<file path="config.mk">
export PLATFORM = sky130hd
export DESIGN_NAME = multi_dataflow_kernel_adapter
export DESIGN_NICKNAME = d
export VERILOG_FILES = /design/src/rtl/multi_dataflow_package.sv /design/src/rtl/multi_dataflow_beat_counter.sv /design/src/rtl/multi_dataflow_kernel_adapter.sv
export SDC_FILE = /design/constraint.sdc
export NUM_CORES = 1
export LEC_CHECK = 0
export BUFFER_PORTS_ARGS = -buffer_cell sky130_fd_sc_hd__buf_2
export CORE_MARGIN = 2
export CORE_UTILIZATION = 50
export DETAILED_ROUTE_END_ITERATION = 7
export PLACE_DENSITY = 0.77
export SLEW_MARGIN = 20
export SYNTH_ARGS = -nofsm -noshare
export SYNTH_HDL_FRONTEND = slang
export SYNTH_HIERARCHICAL = 1
export SYNTH_SLANG_ARGS = --single-unit
</file>
<file path="constraint.sdc">
create_clock -name clk_i -period 5.4 [get_ports clk_i]
set_input_delay 0.27 -clock clk_i [delete_from_list [all_inputs] [get_ports clk_i]]
set_output_delay 0.27 -clock clk_i [all_outputs]
set_load 0.03 [all_outputs]
</file>
<file path="src/rtl/multi_dataflow_package.sv">
// Shared types for the multi_dataflow engine: adapter FSM states and the
// control/flag bundles exchanged between the control FSM and the engine.
`timescale 1ns/1ps
package multi_dataflow_package;

  localparam int ENG_N_COEFF   = 4;
  localparam int ENG_CNT_WIDTH = 32;

  typedef enum logic [2:0] {
    IDLE  = 3'd0,
    LATCH = 3'd1,
    START = 3'd2,
    RUN   = 3'd3,
    DONE  = 3'd4
  } kernel_adapter_state_t;

  // FSM -> engine
  typedef struct packed {
    logic                                start;
    logic [ENG_CNT_WIDTH-1:0]            cnt_limit;
    logic [ENG_N_COEFF-1:0][31:0]        coeff;
  } ctrl_engine_t;

  // engine -> FSM
  typedef struct packed {
    logic                     busy;
    logic                     done;
    logic [ENG_CNT_WIDTH-1:0] cnt;
    logic                     err;
  } flags_engine_t;

endpackage

</file>
<file path="src/rtl/multi_dataflow_beat_counter.sv">
// Saturating outStream0 beat counter with limit compare and
// beat-past-limit detect.
`timescale 1ns/1ps
module multi_dataflow_beat_counter #(
  parameter int CNT_WIDTH = 32
) (
  input  logic                 clk_i,
  input  logic                 clr_i,     // reset or soft clear
  input  logic                 init_i,    // job start: restart from 0
  input  logic                 en_i,      // counting window open
  input  logic                 beat_i,
  input  logic [CNT_WIDTH-1:0] limit_i,
  output logic [CNT_WIDTH-1:0] cnt_o,
  output logic                 eq_o,      // next count equals limit
  output logic                 reach_o,   // next count at or past limit
  output logic                 over_o     // beat arrived with count already at limit
);

  logic [CNT_WIDTH-1:0] cnt_q, cnt_d;
  logic                 inc;

  // next count: clear on init, +1 per counted beat, stick at all-ones
  always_comb begin
    inc   = en_i & beat_i;
    cnt_d = cnt_q;
    if (init_i)
      cnt_d = '0;
    else if (inc && !(&cnt_q))
      cnt_d = cnt_q + 1'b1;
  end

  // Compare against the post-beat count so a beat and ap_done on the same
  // edge completes the job without flagging a short count.
  always_comb begin
    eq_o    = (cnt_d == limit_i);
    reach_o = (cnt_d >= limit_i);
    over_o  = inc & (cnt_q >= limit_i);
  end

  // counter register
  always_ff @(posedge clk_i) begin
    if (clr_i) cnt_q <= '0;
    else       cnt_q <= cnt_d;
  end

  assign cnt_o = cnt_q;

endmodule

</file>
<file path="src/rtl/multi_dataflow_kernel_adapter.sv">
// Adapter between the multi_dataflow control FSM and the HLS kernel:
// coefficient latch, ap_start/ap_ready/ap_done handshake, beat accounting.
`timescale 1ns/1ps
module multi_dataflow_kernel_adapter
  import multi_dataflow_package::*;
#(
  parameter int N_COEFF   = 4,
  parameter int CNT_WIDTH = 32
) (
  input  logic                      clk_i,
  input  logic                      rst_i,
  input  logic                      clear_i,
  input  logic                      start_i,
  input  logic [CNT_WIDTH-1:0]      cnt_limit_i,
  input  logic [N_COEFF-1:0][31:0]  coeff_i,
  output logic [N_COEFF-1:0][31:0]  coeff_o,
  output logic                      ap_start_o,
  input  logic                      ap_ready_i,
  input  logic                      ap_done_i,
  input  logic                      out_valid_i,
  input  logic                      out_ready_i,
  output logic                      busy_o,
  output logic                      done_o,
  output logic [CNT_WIDTH-1:0]      cnt_o,
  output logic                      err_o
);

  kernel_adapter_state_t     state_q, state_d;
  logic [CNT_WIDTH-1:0]      limit_q, limit_d;
  logic                      done_seen_q, done_seen_d;
  logic                      err_q, err_d;
  logic [N_COEFF-1:0][31:0]  coeff_q, coeff_d;
  logic                      ap_start_q, ap_start_d;
  logic                      busy_q, busy_d;
  logic                      done_q, done_d;

  logic clr, init, cnt_en, beat;
  logic cnt_eq, cnt_reach, cnt_over, done_in;

  assign clr    = rst_i | clear_i;
  assign beat   = out_valid_i & out_ready_i;
  assign cnt_en = (state_q == START) || (state_q == RUN);

  multi_dataflow_beat_counter #(.CNT_WIDTH(CNT_WIDTH)) u_cnt (
    .clk_i   (clk_i),
    .clr_i   (clr),
    .init_i  (init),
    .en_i    (cnt_en),
    .beat_i  (beat),
    .limit_i (limit_q),
    .cnt_o   (cnt_o),
    .eq_o    (cnt_eq),
    .reach_o (cnt_reach),
    .over_o  (cnt_over)
  );

  // Next-state, latch and flag logic. ap_done is only taken in RUN, or in
  // START on the same cycle the kernel accepts ap_start.
  always_comb begin
    state_d     = state_q;
    limit_d     = limit_q;
    done_seen_d = done_seen_q;
    err_d       = err_q;
    coeff_d     = coeff_q;
    init        = 1'b0;
    done_in     = 1'b0;

    unique case (state_q)
      IDLE: begin
        if (start_i) begin
          state_d     = LATCH;
          limit_d     = cnt_limit_i;
          err_d       = 1'b0;
          done_seen_d = 1'b0;
          init        = 1'b1;
        end
      end
      LATCH: begin
        coeff_d = coeff_i;
        state_d = START;
      end
      START: begin
        if (ap_ready_i) begin
          state_d = RUN;
          done_in = ap_done_i;
        end
      end
      RUN: begin
        done_in = ap_done_i;
        // a surplus beat leaves cnt past the limit; ap_done still completes
        if ((done_seen_q || ap_done_i) && (cnt_reach || cnt_eq))
          state_d = DONE;
      end
      DONE: state_d = IDLE;
      default: state_d = IDLE;
    endcase

    if (done_in) done_seen_d = 1'b1;
    if (cnt_over || (done_in && !cnt_reach)) err_d = 1'b1;
  end

  // Registered outputs follow the next state so they line up with it.
  always_comb begin
    ap_start_d = (state_d == START);
    busy_d     = (state_d != IDLE);
    done_d     = (state_d == DONE);
  end

  // FSM and output registers; reset and soft clear abort any job silently
  always_ff @(posedge clk_i) begin
    if (clr) begin
      state_q     <= IDLE;
      limit_q     <= '0;
      done_seen_q <= 1'b0;
      err_q       <= 1'b0;
      coeff_q     <= '0;
      ap_start_q  <= 1'b0;
      busy_q      <= 1'b0;
      done_q      <= 1'b0;
    end else begin
      state_q     <= state_d;
      limit_q     <= limit_d;
      done_seen_q <= done_seen_d;
      err_q       <= err_d;
      coeff_q     <= coeff_d;
      ap_start_q  <= ap_start_d;
      busy_q      <= busy_d;
      done_q      <= done_d;
    end
  end

  assign coeff_o    = coeff_q;
  assign ap_start_o = ap_start_q;
  assign busy_o     = busy_q;
  assign done_o     = done_q;
  assign err_o      = err_q;

endmodule
</file>
==> out/summary.log <==
[clocking] Clock Sink Count 200
[final_layout] register cell area after layout 4000 sq um
[drt] Via Count 9252
[drt] drc violations 0
[timing] Final Setup Violations 0
[floorplanning] Chip Height 141 um
[place] GPL Wtd Cong 0.898
[clocking] CTS HTree Levels 4
[timing] final number of hold-violating endpoints 0
[critical_path] crit path capture type flip-flop
[place] Port Buf Inserts 331
[timing] final clock period utilization by the worst path 89.5%
[place] HPWL reported at the end of detailed placement 20700 um
[global_routing] maximum number of pins on one net before global-route repair 92
[run] max-capacitance violation count 0
[min_path] Hold EP coeff_o[117]
[floorplanning] overall die width 141 um
[synthesis] cell area after synthesis 9400 sq um
[synthesis] Syn Nets 1404
[synthesis] area leader, netlist sky130_fd_sc_hd__dfxtp_1
[min_path] classification of the worst-slack hold path in2reg
[final_layout] utilization after layout 62.7%
[min_path] Hold Crit Start coeff_i[117]
[synthesis] cell with the most instances after synthesis sky130_fd_sc_hd__nand2_1
[critical_path] startpoint type of the worst setup path flip-flop
[global_routing] GRT overflow 0
[clocking] setup bufs post-CTS 0
[synthesis] cells taking the most area after synthesis sky130_fd_sc_hd__dfxtp_1, sky130_fd_sc_hd__nand2_1, sky130_fd_sc_hd__a21oi_1
[floorplanning] number of placed I/O pins 332
[final_layout] net total in the final layout 1691
[clocking] TritonCTS clock tree yes
[global_routing] initial antenna violation count 7
[synthesis] synth unique cells 65
[global_routing] global-route wire length before repair 43800 um
[synthesis] ys async rst share 0%
[synthesis] post-synthesis sequential area ratio 42.6%
[timing] Final Worst Setup Slack 567 ps
[run_status] result of the run complete, no violations
[power_and_ir_drop] leakage power summed over all cells 5.09 nW
[final_layout] Area Growth Syn to Fin 24.0%
[final_layout] share of post-route cells with drive strength above 1 28.1%
[global_routing] GR Util All Layers 27.3%
[critical_path] CP arrival 5150 ps
[min_path] WHS Path Cells 3
[power_and_ir_drop] maximum vdd drop 0.220 mV
[critical_path] launch instance of the worst register-to-register path state_q[1]
[timing] slew of the pin with the lowest slew margin 1060 ps
[power_and_ir_drop] post-layout total power 0.00309 W
[drt] Iteration-0 DRC Markers 550
[timing] Pins Over Slew Limit 0
[synthesis] Warnings, synthesis 6
[power_and_ir_drop] Cell Pwr Density 265 nW/um^2
[timing] headroom to the max-slew limit 29.3%
[timing] unrepaired setup endpoints after global routing false
[drt] number of vias per cell 5.42
[floorplanning] Initial Utilization 50.6%
[place] dpl ws 660 ps
[drt] Wirelength per Cell 16.5 um
[clocking] Clock transition at path regs 90 ps
[global_routing] number of global-route vias before repair 8666
[clocking] buffer type at the clock tree root sky130_fd_sc_hd__clkbuf_16
[floorplanning] area of the core region 18600 sq um
[critical_path] type of the worst setup path reg2reg
[critical_path] worst r2r path cells 13
[timing] shortest period the worst path allows 4830 ps
[final_layout] Multi-input gate area 4890 sq um
[clocking] count of hold-fix buffers inserted at cts 0
[drt] total routed wirelength 28100 um
[final_layout] fillers 1657
[critical_path] worst reg2reg setup slack 570 ps
[synthesis] area share of the leading cell type in the synthesized netlist 42.6%
[critical_path] WP data required 5710 ps
[clocking] post-cts gate resize count 0
[timing] post-route worst hold slack 55.5 ps
[synthesis] Post-synth EDFFs 0
[timing] worst clock skew 16.7 ps
[timing] summed negative setup slack over all endpoints 0 ps
[clocking] TritonCTS buffer count 17
[drt] First-pass DRT Iterations 4
[clocking] number of buffers on the longest clock path 2
[floorplanning] Total Die Area 19900 sq um
[synthesis] synthesized flop and latch total 200
[synthesis] ranking of synthesized cells by instance count sky130_fd_sc_hd__nand2_1, sky130_fd_sc_hd__dfxtp_1, sky130_fd_sc_hd__a21oi_1
[clocking] clock insertion delay at the later pin of the skew report 440 ps
[timing] upper clock frequency limit 0.207 GHz
[synthesis] count of mapped cells out of synthesis 1171
[synthesis] synthesized area per cell 8.03 sq um
[floorplanning] number of cell rows 50
[critical_path] Worst R2R End state_q[1]
[drt] post-route ant nets 0
[synthesis] top flip-flop cell by instance count after synthesis sky130_fd_sc_hd__dfxtp_1
[critical_path] CP max FO 9
-- metrics by stage --
stage                     cells  area (sq um)
after global placement     1673         11000
after detailed placement   1673         11000
final                      1708         11700
after global routing       1707         11700
after CTS                  1705         11600
after floorplan            1171          9400
-- area by class of cell --
type | count | area share (%)
multi-input combinational | 864 | 41.9
inverter | 38 | 1.31
clock inverter | 14 | 1.49
tap | 234 | 2.51
clock buffer | 18 | 3.77
antenna | 3 | 0.0644
timing repair buffer | 337 | 14.6
sequential | 200 | 34.3
-- worst max-delay path, stage by stage (launching register included) --
cell	delay, ps
sky130_fd_sc_hd__dfxtp_1	500
sky130_fd_sc_hd__nor2b_1	360
sky130_fd_sc_hd__and2_1	320
sky130_fd_sc_hd__and3_1	440
sky130_fd_sc_hd__o41ai_4	180
sky130_fd_sc_hd__nor3_1	310
sky130_fd_sc_hd__mux2_2	380
sky130_fd_sc_hd__ha_1	280
sky130_fd_sc_hd__and2_0	180
sky130_fd_sc_hd__a221o_1	310
sky130_fd_sc_hd__a221o_1	330
sky130_fd_sc_hd__or4_1	470
sky130_fd_sc_hd__o221a_2	280
sky130_fd_sc_hd__a2111oi_0	370
-- sequential cells by signal, indices dropped and copies added (netlist names) --
name	cells
ap_start_o	1
busy_o	1
coeff_o	128
done_o	1
done_seen_q	1
err_o	1
limit_q	32
state_q	3
u_cnt/cnt_o	32
-- worst max path at each step --
| stage | start | end | slack, ps |
|---|---|---|---|
| 2_1_floorplan | state_q[1] | state_q[1] | 780 |
| 3_3_place_gp | state_q[1] | state_q[1] | 810 |
| 3_5_place_dp | state_q[1] | state_q[1] | 660 |
| 4_1_cts | state_q[1] | state_q[1] | 650 |
| 5_1_grt | state_q[1] | state_q[1] | 270 |
| 6_report | state_q[1] | state_q[1] | 570 |
-- report_power, final --
group | internal, W | switching (W)
registers | 0.00150 | 0.0000118
clock network | 0.000645 | 0.000658
logic | 0.0000997 | 0.000182
total | 0.00224 | 0.000851
-- placed cells by master (no fill, tap or decap), drive strengths merged, types with 5 or more instances in the layout --
cell type	Yosys	final
buf	38	337
nor2	47	47
o21ai	15	15
mux2i	8	8
nand2	341	341
dfxtp	200	200
and2	6	6
nor3	11	11
nor4	5	5
a21oi	206	206
ha	65	65
a21o	7	7
and3	10	10
o31ai	6	6
mux2	7	7
or3	16	16
nand3	20	20
nor2b	6	6
xor2	9	9
and4	9	9
inv	37	45
nand4	23	23
or4	7	7
clkbuf	29	18
clkinv	1	7
-- cell families (layout without fill, tap and decap cells) --
group | count (synthesis) | count (layout) | share of synthesized area (%)
and+or+nand+nor | 512 | 512 | 24.7
AOI/OAI and AO/OA | 260 | 260 | 15.8
DFF | 200 | 200 | 42.6
buffers and inverters | 107 | 407 | 5.51
adders and majority gates | 65 | 65 | 8.65
muxes | 15 | 15 | 1.69
xor gates and xnor gates | 12 | 12 | 1.12
other | 0 | 3 | 0
-- routing by layer --
layer | track usage [%] | share of wire, % | up-vias
met5 | 0 | 0.085 | -
met4 | 9.63 | 2.6 | 4
met3 | 7.64 | 7.7 | 53
met2 | 44.8 | 49 | 347
met1 | 34.6 | 41 | 4266
li1 | - | - | 4582
No activity file was read; power rests on OpenSTA's default activity.
